$ cat src/rtl/bitrev_idx_gen.sv
// Index sequencer feeding the BitRev stage of the NWC/NTT datapath.
// Sweeps 0..2^(RADIX_K1*l)-1 one index per cycle with stall, drain and done.
module bitrev_idx_gen #(
    parameter int D_WIDTH  = 12,
    parameter int RADIX_K1 = 4
) (
    input  logic               clk,
    input  logic               rst,
    input  logic               start,
    input  logic [2:0]         l,
    input  logic               hold,
    output logic [D_WIDTH-1:0] idx_out,
    output logic               bitrev_enable,
    output logic [2:0]         l_out,
    output logic               out_valid,
    output logic               busy,
    output logic               done,
    output logic               err
);
    typedef enum logic [1:0] {IDLE, RUN, DRAIN, DONE} state_t;

    localparam logic [D_WIDTH:0] ONE   = {{D_WIDTH{1'b0}}, 1'b1};
    localparam logic [6:0]       W_MAX = 7'(D_WIDTH);
    localparam logic [6:0]       K1    = 7'(RADIX_K1);

    state_t             state;
    state_t             state_nxt;
    logic [D_WIDTH:0]   count;
    logic [D_WIDTH:0]   count_nxt;
    logic [D_WIDTH:0]   last;
    logic [6:0]         w_req;
    logic [6:0]         w_cur;
    logic               legal;
    logic [D_WIDTH-1:0] idx_nxt;
    logic [2:0]         l_nxt;
    logic               en_nxt;
    logic               busy_nxt;
    logic               done_nxt;
    logic               err_nxt;

    // Width of the requested sweep and of the sweep in progress
    assign w_req = K1 * {4'd0, l};
    assign w_cur = K1 * {4'd0, l_out};
    assign legal = (l != 3'd0) && (w_req <= W_MAX);
    // Count is one bit wider than the index so 2^W-1 never wraps
    assign last  = (ONE << w_cur) - ONE;

    // State register
    always_ff @(posedge clk or negedge rst) begin
        if (!rst) state <= IDLE;
        else      state <= state_nxt;
    end

    // Next state and next registered outputs
    always_comb begin
        state_nxt = state;
        count_nxt = count;
        l_nxt     = l_out;
        idx_nxt   = idx_out;
        en_nxt    = 1'b0;
        busy_nxt  = 1'b0;
        done_nxt  = 1'b0;
        err_nxt   = 1'b0;
        unique case (state)
            IDLE: begin
                if (start) begin
                    if (legal) begin
                        l_nxt     = l;
                        count_nxt = '0;
                        state_nxt = RUN;
                    end else begin
                        err_nxt = 1'b1;
                    end
                end
            end
            RUN: begin
                busy_nxt = 1'b1;
                if (!hold) begin
                    idx_nxt = count[D_WIDTH-1:0];
                    en_nxt  = 1'b1;
                    if (count == last) state_nxt = DRAIN;
                    else               count_nxt = count + ONE;
                end
            end
            DRAIN: begin
                busy_nxt  = 1'b1;
                state_nxt = DONE;
            end
            DONE: begin
                done_nxt  = 1'b1;
                state_nxt = IDLE;
            end
        endcase
    end

    // Output and count registers; out_valid trails enable by BitRev's latency
    always_ff @(posedge clk or negedge rst) begin
        if (!rst) begin
            count         <= '0;
            idx_out       <= '0;
            bitrev_enable <= 1'b0;
            l_out         <= 3'd0;
            out_valid     <= 1'b0;
            busy          <= 1'b0;
            done          <= 1'b0;
            err           <= 1'b0;
        end else begin
            count         <= count_nxt;
            idx_out       <= idx_nxt;
            bitrev_enable <= en_nxt;
            l_out         <= l_nxt;
            out_valid     <= bitrev_enable;
            busy          <= busy_nxt;
            done          <= done_nxt;
            err           <= err_nxt;
        end
    end

endmodule

$ cat config.mk
export PLATFORM = sky130hd
export DESIGN_NAME = bitrev_idx_gen
export DESIGN_NICKNAME = d
export VERILOG_FILES = /design/src/rtl/bitrev_idx_gen.sv
export SDC_FILE = /design/constraint.sdc
export NUM_CORES = 1
export LEC_CHECK = 0
export CORE_MARGIN = 5
export CORE_UTILIZATION = 50
export DETAILED_ROUTE_END_ITERATION = 10
export PLACE_DENSITY = 0.72
export SLEW_MARGIN = 20
export SYNTH_ARGS = -nofsm -noshare
export SYNTH_HDL_FRONTEND = slang
export SYNTH_SLANG_ARGS = --single-unit
$ cat constraint.sdc
create_clock -name clk -period 2.8 [get_ports clk]
set_input_delay 0.42 -clock clk [delete_from_list [all_inputs] [get_ports clk]]
set_output_delay 0.42 -clock clk [all_outputs]
set_load 0.1 [all_outputs]
==> flow_summary_export.csv, run 1 <==
group,metric,value,unit
clock_network,clkSinkCount,35,
detailed_routing,route.detailed.drc,0,
floorplanning,die_h,68.1,um
logic_synthesis,syn-num-nets,167,
floorplanning,dieArea,4640,um2
timing,finalClockSkew,0.00677,ns
clock_network,ctsHtreeMaxLevel,2,
place,place.detailed.hpwl,2.57,mm
logic_synthesis,mappedNetlistArea,1690,um2
layout,syn_to_final_growth,18.8,%
timing,fin_crit_sh,82.2,%
clock_network,root_buffer,"clkbuf_4",
worst_setup_path,timing_worst_setup_path_type,"reg -> reg",
timing,setup-tns-final,0,ns
place,detailed_place.area,1960,um2
global_routing,grt_first_pass_wirelength,5.99,mm
clock_network,cts_made_buffers,5,
clock_network,cts_tree,"built",
detailed_routing,drt_first_iter_violations,84,
logic_synthesis,yosysTopAreaCellShare,51.9,%
timing,slew_headroom,64.4,%
worst_setup_path,critical_path.max_fanout,11,
timing,finalHoldViolCount,0,
floorplanning,design.core.area,3310,um2
timing,tightestPinTransition,0.528,ns
clock_network,maximum_number_of_buffers_from_clock_root_to_sink,2,
timing,timing.fmax,434,MHz
clock_network,post_cts_resized,0,
logic_synthesis,syn_area_per_cell,11.0,um2
timing,hold_slack,0.385,ns
floorplanning,initial_core_util,51.0,%
detailed_routing,route.detailed.vias_per_inst,5.61,
timing,setup_viol,0,
layout,share_of_layout_cells_above_drive_strength_1,25.8,%
worst_setup_path,arrival,2.48,ns
global_routing,largest_net_degree_at_the_start_of_global_routing,36,
logic_synthesis,yosysTopAreaCell,"dfrtp_1",
clock_network,clk_latency,0.33,ns
timing,rsz0062_at_grt,"false",
worst_setup_path,cp-end-kind,"flop",
worst_setup_path,critical_path.startpoint_type,"flop",
detailed_routing,wl_per_cell,14.9,um
logic_synthesis,dominantRegCellSynth,"dfrtp_1",
run_status,status,"finished clean",
run,maxCapViolations,0,
logic_synthesis,netlist-cell-type-count,40,
logic_synthesis,syn-instance-count,154,
clock_network,post_cts_buffers,0,
detailed_routing,drtAntennaViolNets,0,
floorplanning,floorplan.die.width,68.1,um
clock_network,post_cts_hold_buffer_count,0,
clock_network,cts.clk_slew.worst_paths,0.10,ns
logic_synthesis,synth_edf_count,0,
detailed_routing,number_of_vias_after_detailed_routing,1301,
floorplanning,std_cell_rows,21,
global_routing,grt_antenna_before_repair,0,
global_routing,grt_util_all_layers,17.7,%
place,dp_slack,0.456,ns
logic_synthesis,yosysWarningCount,0,
layout,num-fill-cells,305,
place,gpl.final_weighted_congestion,0.796,
global_routing,grt_pass1_vias,1346,
layout,design.final.nets,198,
logic_synthesis,synth_async_sr_flop_share,100,%
detailed_routing,drt_wl_total,3.45,mm
logic_synthesis,synth_top_cells_by_area,"dfrtp_1, mux2_2, ha_1, nor2_1, a21oi_1",
global_routing,grt.overflow.total,0,
min_path,min_path_type,"reg -> reg",
logic_synthesis,postSynthRegisterBits,35,
worst_setup_path,worst-endpoint-required,2.98,ns
timing,period_needed,2.30,ns
detailed_routing,detailedRoute.firstPassIterationCount,4,
timing,worst_slack,0.498,ns
logic_synthesis,synth-seq-area-share,51.9,%
place,place.port_buffers,26,
floorplanning,floorplan.io_pins,27,
timing,timing_max_transition_violations_final,0,
layout,antenna_cells_inserted,0,
layout,postLayoutCellArea,2010,um2
cells in the mapped netlist, types with 2 or more instances:
| master | instances |
|---|---|
| nor3_1 | 4 |
| buf_2 | 3 |
| or4_1 | 2 |
| nand2b_1 | 2 |
| nor4_1 | 3 |
| dfrtp_1 | 35 |
| and4_1 | 2 |
| nor2_1 | 11 |
| nand4_1 | 5 |
| xor2_1 | 2 |
| nand2_1 | 10 |
| mux2i_1 | 3 |
| mux2_2 | 12 |
| o22ai_1 | 3 |
| a21oi_1 | 8 |
| or3_1 | 5 |
| clkbuf_1 | 2 |
| nand3_1 | 4 |
| o21ai_0 | 7 |
| inv_1 | 6 |
| ha_1 | 6 |
cell families (layout without fill, tap and decap cells):
kind of cell | after synthesis | in the layout | share of synthesized area, %
adders and majority gates | 6 | 6 | 4.45
xor gates and xnor gates | 2 | 2 | 1.04
buffers and inverters | 11 | 43 | 2.67
muxes | 16 | 16 | 10.7
AOI/OAI and AO/OA | 32 | 32 | 13.0
DFF | 35 | 35 | 51.9
and+or+nand+nor | 52 | 52 | 16.3
registers in the layout, summed over array words and instances, names as in the netlist:
| name | cells |
|---|---|
| out_valid | 1 |
| count | 13 |
| state | 2 |
| idx_out | 12 |
| busy | 1 |
| done | 1 |
| err | 1 |
| bitrev_enable | 1 |
| l_out | 3 |
layer usage:
layer / track usage (%) / vias to the layer above / share of wire, %
li1: - / 624 / -
met1: 19.7 / 623 / 40
met2: 28.6 / 38 / 50
met3: 6.90 / 16 / 6.9
met4: 10.2 / 0 / 3.0
met5: 0 / - / 0
final timing paths:
| check | from | end | cells after the start | slack, ns |
|---|---|---|---|---|
| setup / recovery | state[1] | count[3] | 6 | 0.50 |
| hold reg to reg | bitrev_enable | out_valid | 0 | 0.38 |
| min in group asynchronous | rst | idx_out[6] | 2 | 0.48 |
| max in group asynchronous | rst | count[3] | 2 | 2.01 |
| hold / removal | bitrev_enable | out_valid | 0 | 0.38 |
| setup reg to reg | state[1] | count[3] | 6 | 0.50 |
cell usage in the layout, fill, tap and decap left out, types with 2 or more instances in the layout:
cell type	synthesis	layout
a21oi_1	8	8
and4_1	2	2
buf_4	0	23
clkbuf_1	2	2
clkbuf_4	0	5
clkdlybuf4s50_1	0	6
dfrtp_1	35	35
ha_1	6	6
inv_1	6	6
mux2_2	12	12
mux2i_1	3	3
nand2_1	10	10
nand2b_1	2	2
nand3_1	4	4
nand4_1	5	5
nor2_1	11	11
nor3_1	4	4
nor4_1	3	3
o21ai_0	7	7
o22ai_1	3	3
or3_1	5	5
or4_1	2	2
xor2_1	2	2
area by class of cell:
cell class	instances	area, um2	area share (%)
well taps	46	57.6	2.87
repair buffers	29	233	11.6
flip-flops and latches	35	876	43.7
clock buffers	7	45.0	2.25
multi-input cells	108	767	38.2
inverters	6	22.5	1.12
clock inverters	1	5.00	0.250
stage by stage:
step                utilization, %  std cells
floorplan                        -        154
global placement              59.1        224
detailed placement            59.1        224
CTS                           60.6        232
global route                  60.6        232
finish                        60.6        232
critical path, stage by stage (launching register included):
cell and delay (ns):
dfrtp_1 0.42, inv_1 0.10, ha_1 0.34, nor4_1 0.55, a31oi_1 0.08, a2111oi_0 0.48
o22ai_1 0.19
Power of run 1 is not shown: default switching activity piles up to over one toggle a cycle in this logic, so the estimate is an artifact.
==> run 2, diff against run 1 <==
--- a/config.mk
+++ b/config.mk
@@ -6,9 +6,9 @@
 export NUM_CORES = 1
 export LEC_CHECK = 0
 export CORE_MARGIN = 5
-export CORE_UTILIZATION = 50
+export CORE_UTILIZATION = 47
 export DETAILED_ROUTE_END_ITERATION = 10
-export PLACE_DENSITY = 0.72
+export PLACE_DENSITY = 0.71
 export SLEW_MARGIN = 20
 export SYNTH_ARGS = -nofsm -noshare
 export SYNTH_HDL_FRONTEND = slang
==> constraint.sdc (replaced) <==
create_clock -name clk -period 2.1 [get_ports clk]
set_input_delay 0.315 -clock clk [delete_from_list [all_inputs] [get_ports clk]]
set_output_delay 0.315 -clock clk [all_outputs]
set_load 0.1 [all_outputs]
==> flow_summary_export.csv, run 2 (synthesis gave the netlist of run 1 again) <==
group,metric,value,unit
layout,share_of_layout_cells_above_drive_strength_1,37.7,%
layout,antenna_cells_inserted,0,
layout,largest_register,"count",
timing,timing_max_transition_violations_final,0,
detailed_routing,wl_per_cell,14.9,um
worst_setup_path,critical_path.cell_chain,"or4_1 -> a221o_1 -> o21ai_4 -> nand2_2 -> mux2_4",
detailed_routing,drt_wl_total,3.72,mm
clock_network,cts_tree,"built",
layout,design.final.nets,216,
worst_setup_path,worst_path_dominant_cell_family,"simple AND/OR/NAND/NOR gates",
clock_network,cts_made_buffers,5,
worst_setup_path,critical_path.startpoint_type,"flop",
global_routing,grt_util_all_layers,16.9,%
detailed_routing,drtAntennaViolNets,0,
place,gpl.final_weighted_congestion,0.911,
timing,rsz0062_at_grt,"true",
timing,setup_viol,0,
worst_setup_path,critPathMaxStageDelay,0.53,ns
place,dp_slack,-0.128,ns
timing,period_needed,1.99,ns
clock_network,ctsHtreeMaxLevel,2,
worst_setup_path,worstPathBufferInverterCount,0,
clock_network,clk_latency,0.35,ns
timing,finalClockSkew,0.00700,ns
global_routing,grt_pass1_vias,1395,
clock_network,maximum_number_of_buffers_from_clock_root_to_sink,2,
layout,mostFrequentLayoutCell,"buf_4",
layout,num-fill-cells,272,
detailed_routing,detailedRoute.firstPassIterationCount,5,
layout,postLayoutCellArea,2230,um2
worst_setup_path,worst-endpoint-required,2.34,ns
floorplanning,std_cell_rows,21,
min_path,min_path_type,"in -> async",
layout,layout_common_cells,"buf_4, dfrtp_1, mux2_2",
timing,fin_crit_sh,94.8,%
floorplanning,design.core.area,3420,um2
detailed_routing,route.detailed.drc,0,
floorplanning,initial_core_util,49.4,%
worst_setup_path,critical_path.max_fanout,4,
clock_network,clkSinkCount,35,
worst_setup_path,arrival,2.23,ns
layout,syn_to_final_growth,31.9,%
place,place.detailed.hpwl,2.79,mm
run_status,status,"finished clean",
timing,tightestPinTransition,0.474,ns
clock_network,post_cts_buffers,0,
timing,worst_slack,0.110,ns
timing,slew_headroom,68.1,%
detailed_routing,number_of_vias_after_detailed_routing,1376,
floorplanning,dieArea,4890,um2
global_routing,grt_first_pass_wirelength,6.62,mm
clock_network,root_buffer,"clkbuf_4",
worst_setup_path,cp-end-kind,"flop",
place,detailed_place.area,2100,um2
layout,largest_register_ff_count,13,
timing,timing.fmax,502,MHz
global_routing,grt_antenna_before_repair,0,
global_routing,grt.overflow.total,0,
detailed_routing,drt_first_iter_violations,86,
floorplanning,floorplan.die.width,69.9,um
place,place.port_buffers,26,
floorplanning,die_h,69.9,um
worst_setup_path,cp_slowest_cell,"or4_1",
clock_network,cts.clk_slew.worst_paths,0.11,ns
timing,finalHoldViolCount,0,
run,maxCapViolations,0,
global_routing,largest_net_degree_at_the_start_of_global_routing,36,
clock_network,post_cts_hold_buffer_count,0,
floorplanning,floorplan.io_pins,27,
worst_setup_path,timing_worst_setup_path_type,"reg -> reg",
layout,largestRegisters,"count: 13 flops, idx_out: 12 flops, l_out: 3 flops",
detailed_routing,route.detailed.vias_per_inst,5.50,
==> run 2: path summary, 6_finish.rpt <==
check,slack (ns),from,end,depth (start not counted)
min in group clk,0.38,bitrev_enable,out_valid,0
worst max-delay path,0.11,count[3],state[1],5
max in group asynchronous,1.40,rst,l_out[1],2
worst max register to register,0.11,count[3],state[1],5
worst min register to register,0.38,bitrev_enable,out_valid,0
worst min-delay path,0.38,rst,idx_out[4],2
==> run 2: worst reg2reg max path, delay by kind of cell, from the launching register on <==
family	cells	cell delay, ns
flip-flops	1	0.39
multiplexers	1	0.30
AO/OA/AOI/OAI	2	0.58
AND/OR/NAND/NOR	2	0.62
==> run 2: what timing repair did <==
action / CTS / global route
gates resized for setup: 1 / 8
endpoints found under the hold margin: 0 / 0
pin swaps: 0 / 5
endpoints found under the setup margin: 1 / 11
==> run 2: layer usage <==
metal,track usage [%],up-vias,wire (um)
li1,-,665,-
met1,20.8,675,1560
met2,27.0,30,1900
met5,0,-,0
met3,6.17,6,200
met4,6.60,0,59
==> run 2: cell type report <==
cell class / count / area [um2] / area share [%]
Clock inverter: 1 / 7.51 / 0.337
Tap cell: 46 / 57.6 / 2.58
Sequential cell: 35 / 880 / 39.5
Clock buffer: 7 / 65.1 / 2.92
Multi-Input combinational cell: 108 / 827 / 37.1
Inverter: 6 / 22.5 / 1.01
Timing Repair Buffer: 47 / 368 / 16.5
==> run 2: through the flow <==
step	utilization (%)	std cells	setup TNS [ns]	hold slack, ns
3_3_place_gp	61.5	242	-0.133	0.362
3_5_place_dp	61.5	242	-0.455	0.365
6_report	65.2	250	0	0.380
5_1_grt	65.2	250	-0.00676	0.411
2_1_floorplan	-	154	-0.00535	0.0194
4_1_cts	63.7	250	0	0.381
Power of run 2 is left out for the same reason.
==> run 3, diff against run 2 <==
--- a/config.mk
+++ b/config.mk
@@ -6,9 +6,10 @@
 export NUM_CORES = 1
 export LEC_CHECK = 0
 export CORE_MARGIN = 5
-export CORE_UTILIZATION = 47
+export CORE_UTILIZATION = 50
 export DETAILED_ROUTE_END_ITERATION = 10
-export PLACE_DENSITY = 0.71
+export PLACE_DENSITY = 0.72
+export REMOVE_ABC_BUFFERS = 1
 export SLEW_MARGIN = 20
 export SYNTH_ARGS = -nofsm -noshare
 export SYNTH_HDL_FRONTEND = slang
==> constraint.sdc (replaced) <==
create_clock -name clk -period 1.95 [get_ports clk]
set_input_delay 0.2925 -clock clk [delete_from_list [all_inputs] [get_ports clk]]
set_output_delay 0.2925 -clock clk [all_outputs]
set_load 0.1 [all_outputs]
==> flow_summary_export.csv, run 3 (synthesis gave the netlist of run 1 again) <==
group,metric,value,unit
layout,syn_to_final_growth,36.0,%
floorplanning,floorplan.io_pins,27,
layout,antenna_cells_inserted,0,
timing,tightestPinTransition,0.429,ns
detailed_routing,number_of_vias_after_detailed_routing,1444,
clock_network,cts_tree,"built",
worst_setup_path,worstRegToRegCells,5,
worst_setup_path,critical_path.startpoint_type,"flop",
worst_setup_path,critical_path.max_fanout,4,
timing,finalClockSkew,0.00775,ns
timing,timing_max_transition_violations_final,0,
detailed_routing,highest_routing_layer_actually_used,"met4",
timing,worst_slack,-0.0719,ns
place,gpl.final_weighted_congestion,0.902,
timing,setup_viol,10,
detailed_routing,drt_first_iter_violations,50,
detailed_routing,met3_length,260,um
floorplanning,initial_core_util,51.0,%
clock_network,cts.clk_slew.worst_paths,0.10,ns
timing,finalHoldViolCount,0,
timing,slew_headroom,71.4,%
place,detailed_place.area,2190,um2
layout,largest_register,"count",
global_routing,grt_util_all_layers,19.1,%
layout,layout_common_cells,"buf_4, dfrtp_1, mux2_2",
timing,rsz0062_at_grt,"true",
place,place.detailed.hpwl,2.94,mm
worst_setup_path,arrival,2.25,ns
timing,period_needed,2.02,ns
worst_setup_path,critical_path.cell_chain,"or4_1 -> a221o_1 -> o21ai_4 -> nand2_2 -> mux2_4",
global_routing,grt_pass1_vias,1502,
detailed_routing,wl_per_cell,14.8,um
detailed_routing,drtAntennaViolNets,0,
worst_setup_path,worstSetupStartpoint,"count[2]",
worst_setup_path,worst-endpoint-required,2.18,ns
clock_network,maximum_number_of_buffers_from_clock_root_to_sink,2,
floorplanning,dieArea,4640,um2
clock_network,clkSinkCount,35,
run_status,violations,"negative setup slack",
layout,fin_cells,264,
detailed_routing,detailedRoute.firstPassIterationCount,4,
timing,setup-tns-final,-0.208,ns
floorplanning,floorplan.die.width,68.1,um
place,place.port_buffers,26,
worst_setup_path,reg2reg_from,"count[2]",
floorplanning,std_cell_rows,21,
timing,timing.fmax,495,MHz
clock_network,cts_made_buffers,5,
timing,hold_slack,0.353,ns
min_path,min_path_type,"in -> async",
run_status,status,"finished with violations",
global_routing,grt_antenna_before_repair,0,
global_routing,grt_first_pass_wirelength,6.54,mm
worst_setup_path,timing_worst_setup_path_type,"reg -> reg",
detailed_routing,met1_length,1.56,mm
layout,largest_register_ff_count,13,
clock_network,clk_latency,0.34,ns
worst_setup_path,critical_path.reg2reg.endpoint,"state[1]",
run,maxCapViolations,0,
layout,postLayoutCellArea,2300,um2
worst_setup_path,reg2reg_setup_slack,-0.07,ns
layout,largestRegisters,"count: 13 flops, idx_out: 12 flops, l_out: 3 flops",
worst_setup_path,cp-end-kind,"flop",
timing,fin_crit_sh,104,%
place,dp_cells,255,
layout,design.final.nets,231,
detailed_routing,met2_length,2.00,mm
clock_network,ctsHtreeMaxLevel,2,
layout,mostFrequentLayoutCell,"buf_4",
detailed_routing,route.detailed.vias_per_inst,5.47,
floorplanning,die_h,68.1,um
clock_network,root_buffer,"clkbuf_4",
global_routing,largest_net_degree_at_the_start_of_global_routing,36,
layout,share_of_layout_cells_above_drive_strength_1,40.8,%
detailed_routing,route.detailed.drc,0,
worst_setup_path,cp_slowest_cell,"or4_1",
worst_setup_path,critPathMaxStageDelay,0.51,ns
global_routing,grt.overflow.total,0,
detailed_routing,drt_wl_total,3.90,mm
floorplanning,design.core.area,3310,um2
-- run 3: changes by cell type in the layout (fill, tap and decap cells not counted), sizes merged --
cell / delta
buf: +15
clkbuf: -1
clkinv: +1
clkinvlp: -1
-- run 3: routing by layer --
metal  track usage, %  vias up
met1             21.3      693
li1                 -      685
met4             9.18        0
met3             6.40       14
met2             32.4       52
met5                0        -
-- run 3: worst max path at each step --
stage	endpoint	slack, ns	cells after the start
finish	state[1]	-0.07	5
global route	state[1]	-0.18	7
CTS	state[1]	-0.04	5
detailed placement	count[11]	-0.25	7
global placement	count[11]	-0.20	7
floorplan	state[1]	-0.38	6
-- run 3: per-stage QoR --
step           setup WS [ns]  utilization (%)
6_report             -0.0719             69.4
5_1_grt               -0.178             69.4
4_1_cts              -0.0383             68.1
3_5_place_dp          -0.253             66.1
3_3_place_gp          -0.196             66.1
2_1_floorplan         -0.380                -
-- run 3: timing repair --
| item | in CTS | in global routing |
|---|---|---|
| gates resized for setup | 3 | 9 |
| hold buffers | 0 | 0 |
| setup buffers | 0 | 2 |
| pin swaps | 6 | 3 |
| endpoints found under the setup margin | 13 | 15 |
-- run 3: final cells by class --
cell class	count	area, um2
Fill cell	283	1010
Sequential cell	35	876
Multi-Input combinational cell	108	796
Timing Repair Buffer	62	488
Tap cell	46	57.6
Clock buffer	6	51.3
Inverter	6	22.5
Clock inverter	1	5.00
-- run 3: worst max-delay path, delay by kind of cell, from the launching register on --
family           cells  cell delay [ns]
AO/OA/AOI/OAI        2             0.58
flip-flops           1             0.41
multiplexers         1             0.31
AND/OR/NAND/NOR      2             0.62
Power of run 3 is left out for the same reason.
